<file path="config.mk">
export PLATFORM = sky130hd
export DESIGN_NAME = seq_recognizer_param
export DESIGN_NICKNAME = d
export VERILOG_FILES = /design/src/rtl/seq_rec_pkg.sv /design/src/rtl/seq_recognizer_param_sat_counter.sv /design/src/rtl/seq_recognizer_param.sv
export SDC_FILE = /design/constraint.sdc
export NUM_CORES = 1
export LEC_CHECK = 0
export ABC_CLOCK_PERIOD_IN_PS = 2510
export CAP_MARGIN = 0
export CORE_ASPECT_RATIO = 0.9
export CORE_MARGIN = 2
export CORE_UTILIZATION = 40
export CTS_CLUSTER_SIZE = 24
export DETAILED_ROUTE_END_ITERATION = 6
export GPL_ROUTABILITY_DRIVEN = 0
export HOLD_SLACK_MARGIN = 0.1
export PLACE_DENSITY = 0.74
export SLEW_MARGIN = 30
export SYNTH_ARGS = -nofsm -noshare
export SYNTH_HDL_FRONTEND = slang
export SYNTH_SLANG_ARGS = --single-unit
</file>
<file path="constraint.sdc">
create_clock -name clock -period 2.51 [get_ports clock]
set_input_delay 0.502 -clock clock [delete_from_list [all_inputs] [get_ports clock]]
set_output_delay 0.502 -clock clock [all_outputs]
set_load 0.1 [all_outputs]
</file>
<file path="src/rtl/seq_rec_pkg.sv">
// seq_rec_pkg: shared FSM state type and default sizes for the sequence recognizer
package seq_rec_pkg;
   typedef enum logic [1:0] {UNLOADED, FILL, RUN} state_t;
   localparam int DEF_MAX_LEN = 8;
   localparam int DEF_CNT_W = 8;
endpackage

</file>
<file path="src/rtl/seq_recognizer_param_sat_counter.sv">
// sat_counter: clearable up-counter that sticks at all-ones
module sat_counter #(
   parameter int W = 8
) (
   input  logic         clock,
   input  logic         reset,
   input  logic         clr,
   input  logic         inc,
   output logic [W-1:0] count
);
   // clear wins over increment; increment stops at the maximum value
   always_ff @(posedge clock or posedge reset)
      if (reset) count <= '0;
      else if (clr) count <= '0;
      else if (inc && count != '1) count <= count + W'(1);
endmodule

</file>
<file path="src/rtl/seq_recognizer_param.sv">
// seq_recognizer_param: serial pattern recognizer with loadable pattern/length and overlap control
module seq_recognizer_param
   import seq_rec_pkg::*;
#(
   parameter int MAX_LEN = DEF_MAX_LEN,
   parameter int CNT_W   = DEF_CNT_W,
   parameter int LEN_W   = $clog2(MAX_LEN + 1)
) (
   input  logic               clock,
   input  logic               reset,
   input  logic               x,
   input  logic               x_valid,
   input  logic               pat_load,
   input  logic [MAX_LEN-1:0] pat_data,
   input  logic [LEN_W-1:0]   pat_len,
   input  logic               overlap,
   input  logic               count_clr,
   output logic               z,
   output logic [CNT_W-1:0]   match_count,
   output logic               armed,
   output logic               cfg_err
);
   state_t             state;
   logic [MAX_LEN-1:0] hist, pat, nxt_hist, mask;
   logic [LEN_W-1:0]   len, fill, nxt_fill;
   logic               load_ok, accept, match, restart;

   assign load_ok  = pat_len >= LEN_W'(2) && pat_len <= LEN_W'(MAX_LEN);
   assign accept   = x_valid && !pat_load && state != UNLOADED;
   assign nxt_hist = (hist << 1) | {{(MAX_LEN-1){1'b0}}, x};
   assign nxt_fill = (fill == LEN_W'(MAX_LEN)) ? fill : fill + LEN_W'(1);
   // all-ones in the low len bits; a shift by MAX_LEN leaves the whole mask set
   assign mask     = ~({MAX_LEN{1'b1}} << len);
   assign match    = accept && nxt_fill >= len && ((nxt_hist ^ pat) & mask) == '0;
   assign restart  = match && !overlap;

   // control FSM, shift history, fill count and registered flags
   always_ff @(posedge clock or posedge reset)
      if (reset) begin
         state   <= UNLOADED;
         hist    <= '0;
         fill    <= '0;
         pat     <= '0;
         len     <= '0;
         z       <= 1'b0;
         armed   <= 1'b0;
         cfg_err <= 1'b0;
      end else begin
         z <= match;
         if (pat_load) begin
            hist    <= '0;
            fill    <= '0;
            armed   <= load_ok;
            cfg_err <= !load_ok;
            state   <= load_ok ? FILL : UNLOADED;
            if (load_ok) begin
               pat <= pat_data;
               len <= pat_len;
            end
         end else if (accept) begin
            hist  <= nxt_hist;
            fill  <= restart ? '0 : nxt_fill;
            state <= (restart || nxt_fill < len) ? FILL : RUN;
         end
      end

   sat_counter #(.W(CNT_W)) u_cnt (
      .clock (clock),
      .reset (reset),
      .clr   (count_clr || pat_load),
      .inc   (match),
      .count (match_count)
   );
endmodule

</file>
==> flow_summary.json <==
{
  "max_slew_margin_pct": 42.4,
  "synth.yosys.seq_area_share_pct": 46.2,
  "ys_types": 41,
  "cts_tree": "yes",
  "yosys-top-cells-area": "dfrtp_1, mux2_2, ha_1",
  "setup.worst_path.start": "fill[0]$_DFFE_PP0P_",
  "p_per_area_nw_per_um2": 617,
  "ir_drop_uv": 420,
  "clkPwrFrac_pct": 31.0,
  "path_max_fanout": 5,
  "status": "finished, violations left",
  "maxCapViolCount": 0,
  "endpoint_kind": "flip-flop",
  "htree_levels": 2,
  "synth-async-reset-ratio_pct": 100,
  "period_share_pct": 100,
  "path_class": "reg -> reg",
  "num_rows": 24,
  "synth_top_cell_area_share_pct": 46.2,
  "wl_um": 4580,
  "endpoint": "u_cnt.count[2]$_DFFE_PP0P_",
  "worstSkewPairLatency_ns": 0.30,
  "cp.arrival_ns": 2.70,
  "layout_setup_ws_ns": -0.00291,
  "ctsHoldBuffers": 0,
  "area_growth_pct": 33.7,
  "drt-initial-drc-count": 90,
  "swShare_pct": 30.0,
  "overflow": 0,
  "r2r_setup_slack_ns": -0.003,
  "clockBufferDepth": 2,
  "synth_edf_count": 0,
  "power_mw": 1.61,
  "violations": "negative setup slack",
  "antenna_left": 0,
  "skew_ns": 0.00828,
  "syn_inst": 185,
  "root_buffer": "clkbuf_8",
  "timing.fmax_ghz": 0.398,
  "drc": 0,
  "vias": 1658,
  "antenna_found_initial": 0,
  "multi_input_area_um2": 1070,
  "avgSynthCellArea_um2": 10.6,
  "startpoint_type": "flip-flop",
  "start_util_pct": 40.9,
  "cp.required_ns": 2.69,
  "p_leak_nw": 1.11,
  "rr_worst_depth": 14,
  "p_int_mw": 1.13,
  "hp-class": "reg -> reg",
  "period_minus_slack_ns": 2.51,
  "worstMarginPinSlew_ns": 0.863,
  "die_area_um2": 5460,
  "place_area_um2": 2350,
  "die_y_um": 70.3,
  "hpwl_um": 3130,
  "nFillCells": 434,
  "synth_fp_nets": 211,
  "track_usage_pct": 17.9,
  "clkTransAtPathRegs_ns": 0.07,
  "die_w_um": 77.6,
  "wl_per_cell_um": 15.4,
  "io_buffers": 29,
  "drive_gt1_share_pct": 28.9,
  "synth_top_area_cell": "dfrtp_1",
  "final-setup-viol-count": 1,
  "n_antenna_cell": 0,
  "timing.final.max_slew_violations": 0,
  "drt-vias-per-instance": 5.58,
  "finish.instance_area_um2": 2610,
  "pwr-share-comb_pct": 26.3,
  "grt_setup_unrepaired": "true",
  "numCtsBuffers": 5,
  "grt_pass1_vias": 1613,
  "seqCellArea_um2": 901,
  "synth_area_um2": 1950,
  "dr.pass1.iters": 4,
  "post-place-ws_ns": -0.139,
  "r2r-start": "fill[0]$_DFFE_PP0P_",
  "seqPwrFrac_pct": 42.7,
  "ys_seq_elements": 36,
  "coreArea_um2": 4770,
  "grt_max_degree": 37,
  "min-delay-start": "state[1]$_DFFE_PP0P_",
  "cts_sinks": 36,
  "io_pins": 30,
  "timing.rr.end": "u_cnt.count[2]$_DFFE_PP0P_",
  "switchingPower_mw": 0.483,
  "fin_nets": 257,
  "finalHoldViolations": 0,
  "grt_pass1_wl_um": 7720,
  "ys_warn_count": 0,
  "synth_ff_type": "dfrtp_1",
  "whs_ns": 0.495
}
[stage by stage]
stage          utilization [%]  setup TNS [ns]  instances
3_5_place_dp              49.3          -0.829        283
5_1_grt                   54.7          -0.324        297
3_3_place_gp              49.3          -0.495        283
4_1_cts                   53.0               0        294
2_1_floorplan                -               0        185
6_report                  54.7        -0.00291        297
[what timing repair did]
item,4_1_cts,5_1_grt
setup buffers,3,3
resized for setup,13,12
pin swaps,9,9
setup endpoints to repair,9,9
[critical path, cell delays in order, from the launching register on]
cell	delay, ns
dfrtp_1	0.40
inv_2	0.08
ha_4	0.13
nand2_4	0.05
nor2_4	0.10
xnor2_2	0.14
ha_1	0.27
nand2b_4	0.13
a2111o_1	0.44
nand3_2	0.11
buf_6	0.12
buf_6	0.11
buf_6	0.10
nor4_4	0.03
o21a_1	0.19
[how the worst min path moves through the flow]
stage | to | slack (ns) | depth (start not counted)
after floorplan | state[1]$_DFFE_PP0P_ | 0.46 | 1
after global placement | state[1]$_DFFE_PP0P_ | 0.47 | 1
after detailed placement | state[1]$_DFFE_PP0P_ | 0.48 | 1
after CTS | state[1]$_DFFE_PP0P_ | 0.50 | 1
after global routing | state[1]$_DFFE_PP0P_ | 0.53 | 1
final | state[1]$_DFFE_PP0P_ | 0.49 | 1
[cell type report]
class                           instances  share of cell area, %
Clock buffer                            6                   2.78
Sequential cell                        36                   34.5
Multi-Input combinational cell        131                   40.8
Timing Repair Buffer                   49                   16.3
Tap cell                               65                   3.12
Clock inverter                          2                   1.34
Inverter                                8                   1.15
[synth_stat cells (3+ instances only)]
library cell and number:
a21oi_1 8, nand3_1 7, nand4_1 3, nor4_1 3, nand2_1 9, mux2i_1 3
dfrtp_1 36, nor3_1 4, a22o_1 8, buf_2 3, mux2_2 12, clkbuf_1 6
o21ai_0 6, or3_1 5, xnor2_1 9, nor2_1 9, or4_1 6, inv_1 8
a32o_1 4, ha_1 7, o31ai_1 3, nand2b_1 3
[flip-flops by register name, summed over array words and instances (netlist names)]
name and cells:
hist 7, len 4, fill 4, cfg_err 1, state 2, z 1
u_cnt.count 8, armed 1, pat 8
[layer usage]
layer	GRT usage, %	wire length [um]
met1	23.4	2060
met2	28.8	2220
met3	4.26	215
met4	6.75	81
met5	0	0
[logic make-up after synthesis]
| kind of cell | count (synthesis) | synth area share, % |
|---|---|---|
| buffers and inverters | 18 | 4.04 |
| muxes | 15 | 8.46 |
| DFF | 36 | 46.2 |
| and+or+nand+nor | 55 | 15.7 |
| AOI/OAI and AO/OA | 44 | 16.7 |
| xor gates and xnor gates | 10 | 4.49 |
| adders and majority gates | 7 | 4.49 |
[placed cells by master (no fill, tap or decap), types with 5 or more instances in the layout]
cell	n
o21ai_0	6
mux2_2	12
buf_4	28
dfrtp_1	36
nand3_1	6
clkbuf_8	5
clkdlybuf4s50_1	18
inv_1	6
nor2_1	8
nand2_1	8
or4_1	5
a21oi_1	7
ha_1	5
or3_1	5
a22o_1	8
xnor2_1	8
[power by group through the flow]
stage | combinational (mW) | sequential [mW] | clock (mW)
finish | 0.423 | 0.688 | 0.500
global route | 0.464 | 0.695 | 0.541
CTS | 0.396 | 0.687 | 0.510
detailed placement | 0.372 | 0.697 | 0
global placement | 0.363 | 0.695 | 0
floorplan | 0.253 | 0.696 | 0
No activity file was read; power rests on OpenSTA's default activity.
